**src/rtl/demux_param_pkg.sv**
```systemverilog
// Shared constants and FSM state encoding for the 1-to-2 packet demultiplexer.
package demux_param_pkg;

  localparam int unsigned N_DEF     = 8;
  localparam int unsigned CNT_W_DEF = 16;

  typedef enum logic [1:0] {
    IDLE   = 2'd0,
    ROUTE1 = 2'd1,
    ROUTE2 = 2'd2
  } state_e;

endpackage

```
**src/rtl/demux_out_slot.sv**
```systemverilog
// One-entry valid/ready output register stage; loads only when free_c_o is high.
module demux_out_slot
  import demux_param_pkg::*;
#(
  parameter int unsigned N = N_DEF
) (
  input  logic         clk,
  input  logic         rst_n,
  input  logic         load_i,
  input  logic [N-1:0] data_i,
  input  logic         last_i,
  input  logic         ready_i,
  output logic         free_c_o,
  output logic         valid_o,
  output logic [N-1:0] data_o,
  output logic         last_o
);

  logic         valid_q;
  logic [N-1:0] data_q;
  logic         last_q;

  // Slot can take a beat if empty or its held beat leaves this cycle.
  assign free_c_o = !valid_q || ready_i;

  always_ff @(posedge clk) begin
    if (!rst_n) begin
      valid_q <= 1'b0;
      data_q  <= '0;
      last_q  <= 1'b0;
    end else if (load_i) begin
      valid_q <= 1'b1;
      data_q  <= data_i;
      last_q  <= last_i;
    end else if (ready_i) begin
      valid_q <= 1'b0;
    end
  end

  assign valid_o = valid_q;
  assign data_o  = data_q;
  assign last_o  = last_q;

endmodule

```
**src/rtl/demux_param_stream.sv**
```systemverilog
// Registered 1-to-2 packet demultiplexer: destination picked on a packet's first beat.
// Define DEMUX_CNT_EN to add saturating per-port accepted-beat counters (cnt1/cnt2).
module demux_param_stream
  import demux_param_pkg::*;
#(
  parameter int unsigned N     = N_DEF
`ifdef DEMUX_CNT_EN
  ,
  parameter int unsigned CNT_W = CNT_W_DEF
`endif
) (
  input  logic             clk,
  input  logic             rst_n,
  input  logic [N-1:0]     in_data,
  input  logic             in_valid,
  input  logic             in_last,
  input  logic             in_sel,
  output logic             in_ready,
  output logic [N-1:0]     out1_data,
  output logic             out1_last,
  output logic             out1_valid,
  input  logic             out1_ready,
  output logic [N-1:0]     out2_data,
  output logic             out2_last,
  output logic             out2_valid,
  input  logic             out2_ready
`ifdef DEMUX_CNT_EN
  ,
  output logic [CNT_W-1:0] cnt1,
  output logic [CNT_W-1:0] cnt2
`endif
);

  state_e state_q;
  logic   dest2_c;
  logic   free1_c;
  logic   free2_c;
  logic   accept_c;
  logic   load1_c;
  logic   load2_c;

  // Destination is live in_sel only between packets; locked otherwise.
  always_comb begin
    dest2_c = 1'b0;
    case (state_q)
      IDLE:    dest2_c = in_sel;
      ROUTE1:  dest2_c = 1'b0;
      ROUTE2:  dest2_c = 1'b1;
      default: dest2_c = 1'b0;
    endcase
  end

  assign in_ready = rst_n && (dest2_c ? free2_c : free1_c);
  assign accept_c = in_valid && in_ready;
  assign load1_c  = accept_c && !dest2_c;
  assign load2_c  = accept_c && dest2_c;

  always_ff @(posedge clk) begin
    if (!rst_n) begin
      state_q <= IDLE;
    end else if (accept_c) begin
      if (in_last) begin
        state_q <= IDLE;
      end else begin
        state_q <= dest2_c ? ROUTE2 : ROUTE1;
      end
    end
  end

  demux_out_slot #(.N(N)) u_slot1 (
    .clk      (clk),
    .rst_n    (rst_n),
    .load_i   (load1_c),
    .data_i   (in_data),
    .last_i   (in_last),
    .ready_i  (out1_ready),
    .free_c_o (free1_c),
    .valid_o  (out1_valid),
    .data_o   (out1_data),
    .last_o   (out1_last)
  );

  demux_out_slot #(.N(N)) u_slot2 (
    .clk      (clk),
    .rst_n    (rst_n),
    .load_i   (load2_c),
    .data_i   (in_data),
    .last_i   (in_last),
    .ready_i  (out2_ready),
    .free_c_o (free2_c),
    .valid_o  (out2_valid),
    .data_o   (out2_data),
    .last_o   (out2_last)
  );

`ifdef DEMUX_CNT_EN
  logic [CNT_W-1:0] cnt1_q;
  logic [CNT_W-1:0] cnt2_q;

  // Saturating counters: stick at all-ones instead of wrapping.
  always_ff @(posedge clk) begin
    if (!rst_n) begin
      cnt1_q <= '0;
      cnt2_q <= '0;
    end else begin
      if (load1_c && (cnt1_q != {CNT_W{1'b1}})) cnt1_q <= cnt1_q + CNT_W'(1);
      if (load2_c && (cnt2_q != {CNT_W{1'b1}})) cnt2_q <= cnt2_q + CNT_W'(1);
    end
  end

  assign cnt1 = cnt1_q;
  assign cnt2 = cnt2_q;
`endif

endmodule
```
**config.mk**
```make
export PLATFORM = sky130hd
export DESIGN_NAME = demux_param_stream
export DESIGN_NICKNAME = d
export VERILOG_FILES = /design/src/rtl/demux_param_pkg.sv /design/src/rtl/demux_out_slot.sv /design/src/rtl/demux_param_stream.sv
export SDC_FILE = /design/constraint.sdc
export NUM_CORES = 1
export LEC_CHECK = 0
export BUFFER_PORTS_ARGS = -buffer_cell sky130_fd_sc_hd__buf_2
export CORE_UTILIZATION = 41
export DETAILED_ROUTE_END_ITERATION = 7
export PLACE_DENSITY = 0.72
export SLEW_MARGIN = 15
export SYNTH_ARGS = -nofsm -noshare
export SYNTH_HDL_FRONTEND = slang
export SYNTH_HIERARCHICAL = 1
export SYNTH_SLANG_ARGS = --single-unit
```
**constraint.sdc**
```tcl
create_clock -name clk -period 1.1 [get_ports clk]
set_input_delay 0.11 -clock clk [delete_from_list [all_inputs] [get_ports clk]]
set_output_delay 0.11 -clock clk [all_outputs]
set_load 0.01 [all_outputs]
```
* Word-level counts from Yosys, hierarchy flattened *
Index checks and enable logic that the tools add are counted.

storage, ports and cells
  word-level logic and storage cells = 28
  input port bits = 15
  output and inout port bits = 21
  register bits after elaboration = 22

operators by class
  equal/unequal tests = 1
  multiplexer cells = 8
  reduce and logical (&&, ||, !) cells = 12

operators with widths
  operator              count
  $mux W1               5
  $logic_and A1 B1 Y1   4
  $mux W2               2
  $reduce_bool A2 Y1    2
  $logic_not A1 Y1      3
  $eq A2 B2 Y1 const B  1
  $logic_not A2 Y1      1
  $logic_or A1 B1 Y1    2
  $pmux W1 S2           1

* Depth between registers and ports, before layout *
  depth after elaboration = 7
  gate-level depth with buffers = 6
  mapped depth without buffers = 5

* Hierarchy *
The synthesis kept the hierarchy.

modules (own cells, without submodules)
  module              area an instance (um^2)  cells an instance  times used
  demux_out_slot      375.4                    32                 2
  demux_param_stream  136.4                    15                 1

* Worst setup path after synthesis *
No wires, ideal clock.

  path type = reg-to-reg
  from = register state_q[1]
  to = register u_slot1.data_q[0], in the netlist u_slot1/data_o[0]
  required time = 984 ps
  buffers on the path = 1
  setup slack = -81 ps
  clock period less this slack = 1,181 ps
  setup time = 116 ps
  stages on the path, launching flop included = 6
  arrival time = 1,065 ps
  cell sequence = dfxtp_1 o21bai_4 and4_1 buf_6 mux2i_1 nor2b_1

between the ends
  word-level cells in the longest chain between the ends = 6

ends and longest elaborated chain
  what                                              line                      source
  from (decl)                                       demux_param_stream.sv:34  state_e state_q;
  from (signal assigned)                            demux_param_stream.sv:65  state_q <= dest2_c ? ROUTE2 : ROUTE1;
  $eq A2 B2 Y1 or $logic_not A2 Y1 (tied branches)  demux_param_stream.sv:45  case (state_q)
  $pmux W1 S2 *                                     demux_param_stream.sv:45
  $mux W1                                           demux_param_stream.sv:53  assign in_ready = rst_n && (dest2_c ? free2_c : free1_c);
  $logic_and A1 B1 Y1                               demux_param_stream.sv:53
  $logic_and A1 B1 Y1                               demux_param_stream.sv:54  assign accept_c = in_valid && in_ready;
  $logic_and A1 B1 Y1 *                             demux_param_stream.sv:55  assign load1_c = accept_c && !dest2_c;
  named net load1_c                                 demux_param_stream.sv:39  logic load1_c;
  to (signal assigned)                              demux_out_slot.sv:33      data_q <= data_i;
  to (decl)                                         demux_out_slot.sv:20      logic [N-1:0] data_q;

Mark *: on every way through the listed nets, which the timed path passes. The rest lies on a longest branch.
A chain may end at the register's enable or synchronous reset.

* Worst setup path in the final report *
  from = register state_q[1]
  to = output port in_ready

between the ends
  word-level cells in the longest chain between the ends = 4

ends and longest elaborated chain
  what                                              line                      source
  $eq A2 B2 Y1 or $logic_not A2 Y1 (tied branches)  demux_param_stream.sv:45
  $pmux W1 S2 *                                     demux_param_stream.sv:45
  $mux W1 *                                         demux_param_stream.sv:53
  $logic_and A1 B1 Y1 *                             demux_param_stream.sv:53
  to (decl)                                         demux_param_stream.sv:18  output logic in_ready,

Mark *: on every way between the ends. The rest lies on a longest branch, timed or not.

==> results.yml <==
drt:
  routed_wl_mm: 1.960
  ant_nets: 0
  vias_per_cell: 4.712
  drtPass1Iterations: 4
  num_vias: 735
  drt_iter0_markers: 11
  drc: 0
  wl_per_cell_um: 12.56
layout:
  area_growth_pct: 40.76
  fill_cells: 179
  drive_above_1_share: 0.4651
  fin_cells: 156
  nNetsFinal: 145
  n_antenna_cell: 0
synth:
  yosysMostFrequentCell: "dfxtp_1"
  synth_area_leader_cell: "dfxtp_1"
  avgSynthCellArea_um2: 11.23
  ys_types: 14
  netlist_area_um2: 887.1
  synthFlopType: "dfxtp_1"
  synth_seq_area_share: 0.4965
  async_flop_share: 0
  post_synth_inst_count: 79
  synth.net_count: 94
  yosys_warnings: 6
  yosys_register_bits: 22
  synth_edf_count: 0
  synthTopCellsByCount: "22 x dfxtp_1, 20 x mux2i_1, 18 x nor2b_1"
  synth_top_area_frac: 0.4965
  synth.area.top_cells: "dfxtp_1 50%, mux2i_1 23%, nor2b_1 13%"
flow_run:
  cap_violations: 0
timing:
  hold_viol: 0
  fin_ws_ns: -0.2537
  fmax_ghz: 0.7387
  relSlewSlack: 0.8291
  drv_slew: 0
  fin_tns_setup_ns: -3.822
  finalCriticalPeriod_ns: 1.354
  setup_violations: 22
  fin_worst_skew_ns: 0.006445
  rsz0062_at_grt: "true"
  holdWs_ns: 0.03835
  final.period_utilization: 1.231
  tightest_slew_ns: 0.2546
clocking:
  h-tree-depth: 1
  clock_path_buffers: 2
  cts_tree: "built"
  numCtsBuffers: 3
  cts.sinks: 22
  clk_latency_ns: 0.31
  cts-root-buf: "clkbuf_4"
  clk_pin_slew_ns: 0.13
floorplan:
  fp-row-count: 16
  initial_core_util: 0.4431
  fp.dieH_um: 48.52
  coreArea_um2: 2002
  io_pins: 36
  die_w_um: 48.52
  dieArea_um2: 2354
global_routing:
  grt_pass1_wl_mm: 3.367
  use_met1: 0.2200
  overflow: 0
  antenna_found_initial: 0
  grtUsageMet3: 0.03459
  met2_usage: 0.3404
  grt_max_degree: 21
  track_usage: 0.1868
  top_usage_layer: "met2"
  grt_pass1_vias: 765
critical_path:
  critPathCaptureType: "output port"
  regToRegSetupSlack_ns: -0.24
  path_class: "reg -> out"
  worstPathArrival_ns: 1.24
  start_kind: "flip-flop"
  crit_required_ns: 0.99
  critPathMaxFanout: 2
run_status:
  violations: "setup timing"
  status: "finished with violations"
pwr:
  vdd_drop_max_v: 0.0006894
  power.density_nw_per_um2: 1241
  p_leak_nw: 0.5510
placement:
  dp_hpwl_mm: 1.443
  place_congestion: 0.7342
  post-place-cells: 150
  port_buffers: 35
hold_path:
  hold_path_class: "in -> reg"
==> repair_timing <==
item | in CTS | in global routing
gates cloned | 0 | 0
setup endpoints to repair | 21 | 23
pin swaps | 2 | 2
setup buffers | 1 | 1
resized for setup | 10 | 1
hold buffers | 0 | 0
==> path summary, 6_finish.rpt <==
| path | start | end | cells past startpoint |
|---|---|---|---|
| min | in_last | state_q[1] | 2 |
| max reg2reg | state_q[1] | u_slot1/data_o[2] | 6 |
| min reg2reg | u_slot1/data_o[6] | u_slot1/data_o[6] | 2 |
| max | state_q[1] | in_ready | 5 |
==> per-layer routing <==
metal  routed length (µm)  share of wire
met1                  880           0.45
met2                  971           0.50
met3                  108          0.055
met4                    0              0
met5                    0              0
==> metrics by stage <==
step	total power [mW]	worst slack (ns)	util	area [µm²]
6_report	1.549	-0.2537	0.6238	1249
3_3_place_gp	1.088	-0.07068	0.5813	1164
2_1_floorplan	0.9845	-0.04982	-	894.6
3_5_place_dp	1.095	-0.1149	0.5813	1164
5_1_grt	1.631	-0.3381	0.6238	1249
4_1_cts	1.555	-0.2818	0.6181	1237
==> power breakdown <==
part / internal, mW / total [mW] / leakage, nW / switching [mW]
logic: 0.140 / 0.254 / 0.349 / 0.115
clock network: 0.202 / 0.447 / 0.0210 / 0.245
registers: 0.831 / 0.848 / 0.181 / 0.0171
==> flip-flops by register name, indices dropped and copies added, names as in the netlist <==
| signal | flops |
|---|---|
| u_slot1/last_o | 1 |
| u_slot2/data_o | 8 |
| u_slot2/last_o | 1 |
| u_slot2/valid_o | 1 |
| u_slot1/valid_o | 1 |
| state_q | 2 |
| u_slot1/data_o | 8 |
==> logic make-up after synthesis <==
group                  after synthesis  synth area share
and+or+nand+nor                     27            0.1820
DFF                                 22            0.4965
buffers and inverters                5           0.03808
AOI/OAI and AO/OA                    5           0.05783
muxes                               20            0.2257
==> cell type report <==
| cell class | instances | area (µm²) | share of cell area |
|---|---|---|---|
| tap | 27 | 33.78 | 0.02705 |
| timing repair buffer | 48 | 295.3 | 0.2365 |
| multi-input combinational | 52 | 426.7 | 0.3417 |
| inverter | 3 | 11.26 | 0.009018 |
| clock buffer | 4 | 36.28 | 0.02906 |
| sequential | 22 | 445.4 | 0.3567 |
==> worst max-delay path, cell delays in order (launching register included) <==
cell and delay [ns]:
dfxtp_2 0.36, o21bai_4 0.12, buf_6 0.11, mux2i_1 0.17, nor2_1 0.05, buf_2 0.13
==> cell usage in the layout (no fill, tap or decap) <==
cell type,instances
buf_2,35
mux2i_1,19
nor2b_1,18
dfxtp_1,18
buf_4,7
buf_6,6
dfxtp_2,4
inv_1,3
clkbuf_4,3
nor2_1,2
nand3_1,2
nand2b_1,2
a21boi_1,2
o21bai_4,1
and4_4,1
nor2_4,1
a41oi_1,1
a311oi_1,1
nand4_1,1
clkbuf_8,1
mux2i_2,1
Power figures use the tool's default switching activity.
